## src/rtl/picorv32_mem_arb_pkg.sv

```systemverilog
// Shared types and constants for the two-requester picorv32 memory arbiter.
// Holds the FSM encoding, requester indices and the request bundle layout.
package picorv32_mem_arb_pkg;

  localparam int ADDR_W = 32;
  localparam int DATA_W = 32;
  localparam int STRB_W = 4;

  localparam logic REQ0 = 1'b0;
  localparam logic REQ1 = 1'b1;

  typedef enum logic [1:0] {
    IDLE  = 2'd0,
    BUSY0 = 2'd1,
    BUSY1 = 2'd2
  } state_t;

  typedef struct packed {
    logic              valid;
    logic              instr;
    logic [ADDR_W-1:0] addr;
    logic [DATA_W-1:0] wdata;
    logic [STRB_W-1:0] wstrb;
  } req_t;

endpackage

```

## src/rtl/picorv32_mem_if.sv

```systemverilog
// picorv32 native memory port; master drives the request, slave answers.
// No storage: ready/rdata return in the same cycle the slave accepts.
interface picorv32_mem_if;
  import picorv32_mem_arb_pkg::*;

  logic              mem_valid;
  logic              mem_instr;
  logic [ADDR_W-1:0] mem_addr;
  logic [DATA_W-1:0] mem_wdata;
  logic [STRB_W-1:0] mem_wstrb;
  logic              mem_ready;
  logic [DATA_W-1:0] mem_rdata;

  modport master (
    output mem_valid, mem_instr, mem_addr, mem_wdata, mem_wstrb,
    input  mem_ready, mem_rdata
  );

  modport slave (
    input  mem_valid, mem_instr, mem_addr, mem_wdata, mem_wstrb,
    output mem_ready, mem_rdata
  );

endinterface

```

## src/rtl/picorv32_mem_arb_watchdog.sv

```systemverilog
// Stall watchdog: saturating 16-bit stall counter plus sticky error flag.
// Latency: err rises one edge after the limit-th stalled cycle; never blocks traffic.
module picorv32_mem_arb_watchdog (
  input  logic        clk,
  input  logic        resetn,
  input  logic        stall,
  input  logic        clear,
  input  logic [15:0] limit,
  output logic        err
);

  logic [15:0] cnt;

  always_ff @(posedge clk or negedge resetn) begin
    if (!resetn) begin
      cnt <= 16'd0;
    end else if (clear) begin
      cnt <= 16'd0;
    end else if (stall && cnt != 16'hFFFF) begin
      cnt <= cnt + 16'd1;
    end
  end

  // A zero limit disables the flag; only reset clears it once set.
  always_ff @(posedge clk or negedge resetn) begin
    if (!resetn) begin
      err <= 1'b0;
    end else if (limit != 16'd0 && stall && cnt == limit - 16'd1) begin
      err <= 1'b1;
    end
  end

endmodule

```

## src/rtl/picorv32_mem_arbiter.sv

```systemverilog
// Two-requester arbiter onto one picorv32 memory port, round-robin or fixed priority.
// Latency: grant one edge after valid in IDLE; ready/rdata pass through combinationally.
module picorv32_mem_arbiter
  import picorv32_mem_arb_pkg::*;
#(
  parameter bit          PRIORITY_FIXED = 1'b0,
  parameter logic [15:0] TIMEOUT_CYCLES = 16'd0
) (
  input  logic                   clk,
  input  logic                   resetn,
  picorv32_mem_if.slave          s0,
  picorv32_mem_if.slave          s1,
  picorv32_mem_if.master         m,
  output logic [1:0]             grant,
  output logic                   timeout_err
);

  state_t state;
  state_t state_nxt;
  logic   last_served;
  req_t   req0;
  req_t   req1;
  req_t   m_req;
  logic   done;
  logic   stall;
  logic   abandon;
  logic   wd_clear;

  assign req0 = {s0.mem_valid, s0.mem_instr, s0.mem_addr, s0.mem_wdata, s0.mem_wstrb};
  assign req1 = {s1.mem_valid, s1.mem_instr, s1.mem_addr, s1.mem_wdata, s1.mem_wstrb};

  always_ff @(posedge clk or negedge resetn) begin
    if (!resetn) begin
      state <= IDLE;
    end else begin
      state <= state_nxt;
    end
  end

  // Reset value REQ1 lets requester 0 win the first round-robin tie.
  always_ff @(posedge clk or negedge resetn) begin
    if (!resetn) begin
      last_served <= REQ1;
    end else if (done) begin
      last_served <= (state == BUSY1) ? REQ1 : REQ0;
    end
  end

  // On a completion edge the owner's valid is still high, so handover
  // looks only at the other requester and never re-grants the owner.
  always_comb begin
    state_nxt = state;
    case (state)
      IDLE: begin
        if (req0.valid && req1.valid) begin
          state_nxt = (PRIORITY_FIXED || last_served == REQ1) ? BUSY0 : BUSY1;
        end else if (req0.valid) begin
          state_nxt = BUSY0;
        end else if (req1.valid) begin
          state_nxt = BUSY1;
        end
      end
      BUSY0: begin
        if (done) begin
          state_nxt = req1.valid ? BUSY1 : IDLE;
        end else if (!req0.valid) begin
          state_nxt = IDLE;
        end
      end
      BUSY1: begin
        if (done) begin
          state_nxt = req0.valid ? BUSY0 : IDLE;
        end else if (!req1.valid) begin
          state_nxt = IDLE;
        end
      end
      default: state_nxt = IDLE;
    endcase
  end

  always_comb begin
    m_req = '0;
    case (state)
      BUSY0:   m_req = req0;
      BUSY1:   m_req = req1;
      default: m_req = '0;
    endcase
    grant = {state == BUSY1, state == BUSY0};
  end

  assign m.mem_valid = m_req.valid;
  assign m.mem_instr = m_req.instr;
  assign m.mem_addr  = m_req.addr;
  assign m.mem_wdata = m_req.wdata;
  assign m.mem_wstrb = m_req.wstrb;

  assign done    = m_req.valid & m.mem_ready;
  assign stall   = m_req.valid & ~m.mem_ready;
  assign abandon = (state != IDLE) & ~m_req.valid;

  assign s0.mem_ready = (state == BUSY0) & done;
  assign s1.mem_ready = (state == BUSY1) & done;
  assign s0.mem_rdata = m.mem_rdata;
  assign s1.mem_rdata = m.mem_rdata;

  assign wd_clear = (state == IDLE) | done | abandon;

  picorv32_mem_arb_watchdog u_watchdog (
    .clk    (clk),
    .resetn (resetn),
    .stall  (stall),
    .clear  (wd_clear),
    .limit  (TIMEOUT_CYCLES),
    .err    (timeout_err)
  );

endmodule
```

## src/flat_wrapper.sv

```systemverilog
// flat-port wrapper written by rule: the top's interface ports become plain ports
module picorv32_mem_arbiter_flat import picorv32_mem_arb_pkg::*;
#(
  parameter bit          PRIORITY_FIXED = 1'b0,
  parameter logic [15:0] TIMEOUT_CYCLES = 16'd0
)
  (clk, resetn, grant, timeout_err, s0_mem_valid, s0_mem_instr, s0_mem_addr, s0_mem_wdata, s0_mem_wstrb, s0_mem_ready, s0_mem_rdata, s1_mem_valid, s1_mem_instr, s1_mem_addr, s1_mem_wdata, s1_mem_wstrb, s1_mem_ready, s1_mem_rdata, m_mem_valid, m_mem_instr, m_mem_addr, m_mem_wdata, m_mem_wstrb, m_mem_ready, m_mem_rdata);
  picorv32_mem_if s0_i ();
  picorv32_mem_if s1_i ();
  picorv32_mem_if m_i ();
  input  logic clk;
  input  logic resetn;
  output logic [1:0] grant;
  output logic timeout_err;
  input wire logic [$bits(s0_i.mem_valid)-1:0] s0_mem_valid;
  input wire logic [$bits(s0_i.mem_instr)-1:0] s0_mem_instr;
  input wire logic [$bits(s0_i.mem_addr)-1:0] s0_mem_addr;
  input wire logic [$bits(s0_i.mem_wdata)-1:0] s0_mem_wdata;
  input wire logic [$bits(s0_i.mem_wstrb)-1:0] s0_mem_wstrb;
  output wire logic [$bits(s0_i.mem_ready)-1:0] s0_mem_ready;
  output wire logic [$bits(s0_i.mem_rdata)-1:0] s0_mem_rdata;
  input wire logic [$bits(s1_i.mem_valid)-1:0] s1_mem_valid;
  input wire logic [$bits(s1_i.mem_instr)-1:0] s1_mem_instr;
  input wire logic [$bits(s1_i.mem_addr)-1:0] s1_mem_addr;
  input wire logic [$bits(s1_i.mem_wdata)-1:0] s1_mem_wdata;
  input wire logic [$bits(s1_i.mem_wstrb)-1:0] s1_mem_wstrb;
  output wire logic [$bits(s1_i.mem_ready)-1:0] s1_mem_ready;
  output wire logic [$bits(s1_i.mem_rdata)-1:0] s1_mem_rdata;
  output wire logic [$bits(m_i.mem_valid)-1:0] m_mem_valid;
  output wire logic [$bits(m_i.mem_instr)-1:0] m_mem_instr;
  output wire logic [$bits(m_i.mem_addr)-1:0] m_mem_addr;
  output wire logic [$bits(m_i.mem_wdata)-1:0] m_mem_wdata;
  output wire logic [$bits(m_i.mem_wstrb)-1:0] m_mem_wstrb;
  input wire logic [$bits(m_i.mem_ready)-1:0] m_mem_ready;
  input wire logic [$bits(m_i.mem_rdata)-1:0] m_mem_rdata;
  assign s0_i.mem_valid = s0_mem_valid;
  assign s0_i.mem_instr = s0_mem_instr;
  assign s0_i.mem_addr = s0_mem_addr;
  assign s0_i.mem_wdata = s0_mem_wdata;
  assign s0_i.mem_wstrb = s0_mem_wstrb;
  assign s0_mem_ready = s0_i.mem_ready;
  assign s0_mem_rdata = s0_i.mem_rdata;
  assign s1_i.mem_valid = s1_mem_valid;
  assign s1_i.mem_instr = s1_mem_instr;
  assign s1_i.mem_addr = s1_mem_addr;
  assign s1_i.mem_wdata = s1_mem_wdata;
  assign s1_i.mem_wstrb = s1_mem_wstrb;
  assign s1_mem_ready = s1_i.mem_ready;
  assign s1_mem_rdata = s1_i.mem_rdata;
  assign m_mem_valid = m_i.mem_valid;
  assign m_mem_instr = m_i.mem_instr;
  assign m_mem_addr = m_i.mem_addr;
  assign m_mem_wdata = m_i.mem_wdata;
  assign m_mem_wstrb = m_i.mem_wstrb;
  assign m_i.mem_ready = m_mem_ready;
  assign m_i.mem_rdata = m_mem_rdata;
  picorv32_mem_arbiter #(.PRIORITY_FIXED(PRIORITY_FIXED), .TIMEOUT_CYCLES(TIMEOUT_CYCLES)) u_core (.clk(clk), .resetn(resetn), .s0(s0_i), .s1(s1_i), .m(m_i), .grant(grant), .timeout_err(timeout_err));
endmodule
```

## config.mk

```make
export PLATFORM = sky130hd
export DESIGN_NAME = picorv32_mem_arbiter_flat
export DESIGN_NICKNAME = d
export VERILOG_FILES = /design/src/rtl/picorv32_mem_arb_pkg.sv /design/src/rtl/picorv32_mem_if.sv /design/src/rtl/picorv32_mem_arb_watchdog.sv /design/src/rtl/picorv32_mem_arbiter.sv /design/src/flat_wrapper.sv
export SDC_FILE = /design/constraint.sdc
export NUM_CORES = 1
export LEC_CHECK = 0
export CAP_MARGIN = 20
export CORE_AREA = 2 2 122 124
export DETAILED_ROUTE_END_ITERATION = 10
export DIE_AREA = 0 0 124 126
export PLACE_DENSITY = 0.63
export SYNTH_ARGS = -nofsm -noshare
export SYNTH_HDL_FRONTEND = slang
export SYNTH_HIERARCHICAL = 1
export SYNTH_SLANG_ARGS = --single-unit
```

## constraint.sdc

```tcl
create_clock -name clk -period 3.25 [get_ports clk]
set_clock_uncertainty 0.2 [all_clocks]
set_input_delay 0.975 -clock clk [delete_from_list [all_inputs] [get_ports clk]]
set_output_delay 0.975 -clock clk [all_outputs]
set_load 0.05 [all_outputs]
```

* Yosys cells after proc, flatten, opt, wreduce, memory -nomap -nowiden
Cells that the tools add are included.
Widths: inputs -> output; s select.
** Storage, ports and cells
- Bits in registers :: 3
- Bits of input ports :: 175
- Output and inout port bits :: 139
- Logic and storage cells :: 26
** Cells by class
- Equality and inequality tests :: 5
- Mux-type cells :: 13
- Bitwise logic cells :: 3
- Reduce and logical (&&, ||, !) cells :: 3
** Operators with widths (count)
- $pmux 70 s2 :: 1
- $mux 2 :: 9
- $ne 3x2->1 const B :: 2
- $pmux 2 s3 :: 1
- $ne 4x3->1 const B :: 1
- $and 1x1->1 :: 3
- $reduce_and 3->1 :: 1
- $eq 2x1->1 const B :: 1
- $eq 2x2->1 const B :: 1
- $logic_not 2->1 :: 1
- $mux 1 :: 2
- $logic_and 1x1->1 :: 1

* Longest topological paths before layout
Gate-level depths: netlist (run 1).
- Depth in word-level cells :: 5
- Gate-level depth with buffers :: 12

* Modules after synthesis
Netlist (run 1), hierarchy kept.
** By module, submodules not included
- picorv32_mem_arbiter :: instances 1, cells each 257, area an instance 1808.0 um^2
- picorv32_mem_arb_watchdog :: instances 1, cells each 178, area an instance 1450.1 um^2

* Least setup slack after synthesis (run 1)
No wires, ideal clock.
- Path kind :: register to output
- Start point :: reg u_core.state[0]
- End point :: out m_mem_addr[11]
- Data arrival time :: 2.361 ns
- Data required time :: 2.075 ns
- Setup slack :: -0.286 ns
- Stages on the path, launching flop included :: 8
- Buffers on the path :: 3
- Cell sequence :: dfrtp_1 > inv_1 > ha_1 > buf_2 > buf_2 > buf_2 > a22oi_1 > nor2b_1
** Between the ends
- Cells in the longest elaborated chain, start to end :: 2
- Elaborated cells on any way between the ends :: 3
- Those cells by class :: 2 x eq/ne; 1 x mux
** Ends and longest elaborated chain
- from (decl) :: RTL line picorv32_mem_arbiter.sv:18 : state_t state;
- from (signal assigned) :: RTL line picorv32_mem_arbiter.sv:36 : state <= state_nxt;
- $eq 2x2->1
- named net grant[1] :: RTL line flat_wrapper.sv:13 : output logic [1:0] grant;
- $pmux 70 s2 :: RTL line picorv32_mem_arbiter.sv:83 : case (state)
- to (decl) :: RTL line flat_wrapper.sv:31 : output wire logic [$bits(m_i.mem_addr)-1:0] m_mem_addr;
The timed path passes the listed nets, and every way through them passes these cells.

* Worst setup path in the final report (run 1)
- Start point :: in s1_mem_valid
- End point :: out s0_mem_ready
** Between the ends
- Cells in the longest elaborated chain, start to end :: 3
** Ends and longest elaborated chain
- from (decl) :: RTL line flat_wrapper.sv:22 : input wire logic [$bits(s1_i.mem_valid)-1:0] s1_mem_valid;
- $pmux 70 s2 :: RTL line picorv32_mem_arbiter.sv:83
- $and 1x1->1 :: RTL line picorv32_mem_arbiter.sv:97 : assign done = m_req.valid & m.mem_ready;
- $and 1x1->1 :: RTL line picorv32_mem_arbiter.sv:101 : assign s0.mem_ready = (state == BUSY0) & done;
- to (decl) :: RTL line flat_wrapper.sv:20 : output wire logic [$bits(s0_i.mem_ready)-1:0] s0_mem_ready;
Every way passes these cells.

==> metrics.txt, run 1 <==
Clock Latency Late Sink 0.25 ns; Crit Path Max Fanout 2; Rel. slew slack between 60% and 70%; Hold Crit Class register to register; Least-Margin Pin Slew 0.516 ns; H-Tree Depth 1; crit path kind input pin to output pin; post-route cell area 6790 sq um; ys async rst share 100%; I/O Buffers 217; I/O Pins approximately 310; DRT Pass-1 Iters 6; row count 44; CTS tree done; # Post-CTS Setup Buffers 0; Initial Util a little under a quarter; Pwr Density about 740 nW/um^2; WL per Instance 16.7 microns; syn avg cell area 7.49 sq um; Layout Utilization 47.4%; Clock Tree Root clkbuf_16; GR Overflow Total 0; FMAX 315 MHz; Max Slew Vio Count 0; endpoints failing hold 0; hpwl dp 11600 microns; GP Congestion between 0.8 and 0.9; CTS buffer count 3; Clock Pin Slew Worst Setup and Hold Paths 0.06 ns; RSZ-0062 raised after global routing true; dpl cell area 6690 sq um; Fill cells between 1000 and 1500; GRT Util Overall between 10% and 20%; Register Area 502 sq um; post-synthesis sequential element count 20; Synth Warn # 6; initial antenna violation count 1; max_cap viols 0; Die Ht ~130 microns; top cells by count, synth 71 x nor2b_1, 70 x a22oi_1, 64 x buf_4; static leakage 0.00266 uW; top-count cell post-synth nor2b_1; Crit path required time between 2 and 2.5 ns; vias per inst between 4 and 5; final WL 13800 microns; footprint of the multi-input gates 2830 sq um; VDD IR-drop max 0.000474 V; drt drc 0; top-area cell type share of the netlist area 16.1%; Post-Syn Instances 435; Worst Setup End Kind output pin; EDFF count, synth 0; Mapped Area about 3300 sq um; Layout Area Growth over Synthesis 108%; largest cells by area after synthesis a22oi_1 16%, buf_4 15%, dfrtp_1 15%; nets 827; largest net degree at the start of global routing a little under 50; Final min period 3.17 ns; first-pass GRT wire length ~22000 microns; post-synth top area cell a22oi_1; core area 14300 sq um; prevailing post-synth register cell dfrtp_1; die area 15600 sq um; First DRT Iteration DRCs between 150 and 200; CTS max path bufs 2; Die W 124 microns; outcome finished clean; Critical Path Source Type input pin; Yosys cell types 52; vias in the first global route 4040; share of layout cells above drive strength 1 28.4%; CTS sink count 20; antenna viol nets, final 0; register area share after synthesis 15.4%; Vias roughly 3800; Final setup viols 0; WP data arrival 2.00 ns; period utilization 97.7%; worst hold slack 0.281 ns
## per-layer routing
metal / vias to the layer above / track usage (%) / share of wire, %
li1: 1828 / - / -
met1: 1793 / 20.8 / 38
met2: 146 / 29.5 / 49
met3: 6 / 10.4 / 12
met4: 0 / 1.72 / 0.44
met5: - / 0 / 0
## through the flow
stage          setup slack (ns)  TNS (ns)  instances  power, uW
2_1_floorplan           -0.0414   -0.0414        494       3080
3_3_place_gp             -0.172    -0.539        824       4710
3_5_place_dp             -0.183    -0.879        824       4760
4_1_cts                  0.0186         0        828       5040
5_1_grt                 -0.0246   -0.0246        829       5250
6_report                 0.0759         0        829       5010
## sequential cells by signal, indices dropped and copies added (netlist names)
signal / cells
u_core/u_watchdog/cnt: 16
u_core/state: 2
u_core/last_served: 1
u_core/u_watchdog/err: 1
## worst max-delay path, cell delays in order
cell and delay, ns:
dlygate4sd2_1 0.25, a22o_1 0.23, and2_2 0.20, and3_4 0.19
buf_12 0.14
## placed cells by master (no fill, tap or decap), types with 8 or more instances in the layout
master           synthesis  final
nor2b_4                  0     56
clkdlybuf4s50_1          0    140
xor2_1                  15     15
buf_12                   0     76
a21oi_1                  8      8
nor2_1                  21     21
inv_1                    9      9
nor2b_2                  0     13
nand3_1                 10     10
conb_1                   1     60
xnor2_1                 13     13
buf_4                   64     20
a22oi_1                 70     70
nand4_1                  8      8
dfrtp_1                 19     19
nand2_1                 23     23
## timing repair
| action | CTS | global route |
|---|---|---|
| hold buffers | 0 | 0 |
| endpoints found under the setup margin | 3 | 5 |
| resized for setup | 3 | 4 |
| pin swaps | 1 | 0 |
## logic make-up after synthesis
logic type	Yosys count	share of synthesized area, %
and+or+nand+nor	172	31.0
buffers and inverters	103	19.4
AOI/OAI and AO/OA	100	22.5
xor gates and xnor gates	28	7.53
DFF	20	15.4
adders and majority gates	7	2.69
muxes	4	1.42
other	1	0.115
## final cells by class
type	instances	area share (%)
antenna	1	0.0369
clock buffer	4	1.16
inverter	9	0.498
multi-input combinational	371	41.7
sequential	20	7.39
tap	184	3.39
timing repair buffer	240	45.9
## report_power, final
group	total, uW	internal (uW)	switching (uW)
registers	288	270	17.6
logic	4470	2200	2270
clock network	258	167	91.5
total	5010	2640	2370
## worst paths after layout
path | startpoint | endpoint | slack, ns | cells after the start
max | s1_mem_valid | s0_mem_ready | 0.08 | 5
min | u_core/u_watchdog/err | u_core/u_watchdog/err | 0.28 | 2
max reg2reg | u_core/state[0] | u_core/u_watchdog/cnt[13] | 0.51 | 11
min reg2reg | u_core/u_watchdog/err | u_core/u_watchdog/err | 0.28 | 2
max in group asynchronous | resetn | u_core/last_served | 1.68 | 2
min in group asynchronous | resetn | u_core/u_watchdog/cnt[5] | 0.89 | 2
No activity file was read; power rests on OpenSTA's default activity.
==> inputs of run 2 (changes only) <==
--- a/config.mk
+++ b/config.mk
@@ -6,11 +6,11 @@
 export NUM_CORES = 1
 export LEC_CHECK = 0
 export CAP_MARGIN = 20
-export CORE_AREA = 2 2 122 124
+export CORE_AREA = 2 2 123 125
 export DETAILED_ROUTE_END_ITERATION = 10
-export DIE_AREA = 0 0 124 126
-export PLACE_DENSITY = 0.63
+export DIE_AREA = 0 0 125 127
+export PLACE_DENSITY = 0.52
+export RECOVER_POWER = 100
 export SYNTH_ARGS = -nofsm -noshare
 export SYNTH_HDL_FRONTEND = slang
-export SYNTH_HIERARCHICAL = 1
 export SYNTH_SLANG_ARGS = --single-unit
==> metrics.txt, run 2 <==
outcome finished clean; EDFF count, synth 0; endpoints failing hold 0; ys async rst share 100%; prevailing post-synth register cell dfrtp_1; Post-Syn Nets 435; Max Slew Vio Count 0; top cells by count, synth 70 x nor2b_1, 69 x a22oi_1, 65 x buf_4; GP Congestion 0.796; largest registers u_core.state: 2 flops, u_core.last_served: 1 flops; final WL 8390 microns; Hold Crit Class register to register; die area about 16000 sq um; Fill cells approximately 1500; Layout Area Growth over Synthesis 142%; Psw 1960 uW; Layout Utilization 31.2%; Critical-path top delay cell clkdlybuf4s50_1; post-synthesis sequential element count 3; Critical Path Source Type input pin; Synth Warn # 0; Setup WS pre-CTS 0.0439 ns; top-area cell type share of the netlist area 27.8%; I/O Buffers 216; Yosys cell types 23; Worst Setup End Kind output pin; CTS max path bufs 2; Final min period 3.21 ns; share of layout cells above drive strength 1 25.3%; static leakage 0.00158 uW; post-synth top area cell a22oi_1; CTS buffer count 3; top-count cell post-synth nor2b_1; crit path kind input pin to output pin; Reg-to-Reg End u_core.state[1]; Initial Util 12.9%; WHS Path Cells 2; I/O Pins 314; Mapped Area 1860 sq um; ANT cells 0; CTS tree done; H-Tree Depth 1; most frequent cells in the layout 141 x clkdlybuf4s50_1, 72 x buf_12, 69 x a22oi_1; Crit Path Max Fanout 4; hpwl dp 7100 microns; DRT Pass-1 Iters 4; Clk pwr share 5.0%; Vias 2340; period utilization 98.8%; vias in the first global route around 2400; GR Overflow Total 0; First DRT Iteration DRCs 94; # Post-CTS Setup Buffers 0; CTS sink count 3; worst setup margin around 0.038 ns; first-pass GRT wire length 12900 microns; reg2reg setup slack 1.28 ns; Hold Path Origin u_core.last_served; register area share after synthesis 4.10%; WP data arrival 2.04 ns; met1 GRT Util 11.0%; row count 44; worst stage delay on the critical path 0.54 ns; grt met3 use 2.89%; core area 14400 sq um; Clock Pin Slew Worst Setup and Hold Paths approximately 0.03 ns; largest cells by area after synthesis a22oi_1 28%, buf_4 26%, nor2b_1 24%; GRT Util Overall 9.70%; max FFs per register 2; initial antenna violation count 0; largest net degree at the start of global routing 41; WL per Instance 14.5 microns; Die Ht 127 microns; Die W 125 microns; GRT busiest layer met2; VDD IR-drop max 0.000343 V; hold_buf cts 0; Post-Syn Instances 256; commonest non-fill, non-tap cell in the layout clkdlybuf4s50_1; Largest Register u_core.state; vias per inst roughly 4.0; syn avg cell area 7.27 sq um; worst flop-to-flop path startpoint u_core.state[0]; hold endpoint u_core.last_served; Comb power frac 93.0%; sequential share of power 1.9%; Clock Latency Late Sink around 0.22 ns; Switching Share 50.9%; Clock Tree Root clkbuf_16; critical path cell sequence clkdlybuf4s50_1 > a22oi_4 > nor2b_1 > buf_12; Worst Setup SP s0_mem_valid; max_cap viols 0; FMAX 311 MHz; Crit path required time 2.07 ns; nets 576; internal power 1890 uW; met2 Use GR 18.1%; Pwr Density 856 nW/um^2; worst hold slack approximately 0.33 ns; antenna viol nets, final 0; R2R cell count 7; drt drc 0; RSZ-0062 raised after global routing true; Final setup viols 0
==> run 2: cell count changes in the layout (fill, tap and decap cells not counted), moves of 8 or more <==
cell / before / now
nand3_1: 10 / 2
conb_1: 60 / 1
nor2b_4: 56 / 0
nand2_1: 23 / 2
nand4_1: 8 / 0
xnor2_1: 13 / 0
dfrtp_1: 19 / 2
a21oi_1: 8 / 0
nor2_1: 21 / 3
buf_4: 20 / 6
xor2_1: 15 / 0
nor2b_1: 2 / 61
==> run 2: power groups by stage <==
stage | sequential (uW) | clock [uW] | combinational [uW]
2_1_floorplan | 69.6 | 0 | 2420
3_3_place_gp | 73.5 | 0 | 3840
3_5_place_dp | 74.3 | 0 | 3850
4_1_cts | 74.1 | 199 | 3860
5_1_grt | 76.5 | 205 | 3760
6_report | 74.6 | 194 | 3580
==> run 2: critical path, delay by kind of cell <==
| kind | cells | cell delay (ns) |
|---|---|---|
| buffers and inverters | 2 | 0.71 |
| AO/OA/AOI/OAI | 1 | 0.11 |
| AND/OR/NAND/NOR | 1 | 0.23 |
==> run 2: logic make-up after synthesis <==
kind of cell               after synthesis  synth area share (%)
DFF                                      3                  4.10
other                                    1                 0.202
adders and majority gates                4                  2.69
buffers and inverters                   91                  34.6
AOI/OAI and AO/OA                       78                  32.5
and+or+nand+nor                         79                  25.8
==> run 2: timing repair <==
item	CTS	global route
hold endpoints to repair	0	0
endpoints found under the setup margin	0	2
gates resized for setup	0	0
==> run 2: final cells by class <==
cell class	count	area [sq um]	share of cell area (%)
clock buffers	4	78.8	1.75
inverters	2	7.51	0.167
flip-flops and latches	3	76.3	1.70
repair buffers	225	2940	65.3
multi-input cells	162	1170	26.0
well taps	184	230	5.12
==> run 2: metal layers <==
metal	share of wire [%]	routed length [microns]
met1	37	3110
met3	8.9	746
met4	0.95	80
met5	0	0
met2	53	4460
==> run 2: worst max-delay path by stage <==
stage / endpoint / slack, ns / cells after the start
final: m_mem_valid / 0.04 / 4
after global placement: s1_mem_ready / 0.08 / 4
after floorplan: s1_mem_ready / 0.04 / 6
after global routing: m_mem_valid / -0.01 / 4
after detailed placement: s0_mem_ready / 0.04 / 4
after CTS: m_mem_valid / 0.04 / 4
==> run 2: through the flow <==
| step | TNS (ns) | std cells | instance area [sq um] | total power, uW |
|---|---|---|---|---|
| 5_1_grt | -0.0193 | 580 | 4500 | 4040 |
| 6_report | 0 | 580 | 4500 | 3850 |
| 3_5_place_dp | 0 | 576 | 4640 | 3920 |
| 3_3_place_gp | 0 | 576 | 4640 | 3920 |
| 4_1_cts | 0 | 580 | 4720 | 4130 |
| 2_1_floorplan | 0 | 256 | 2030 | 2490 |
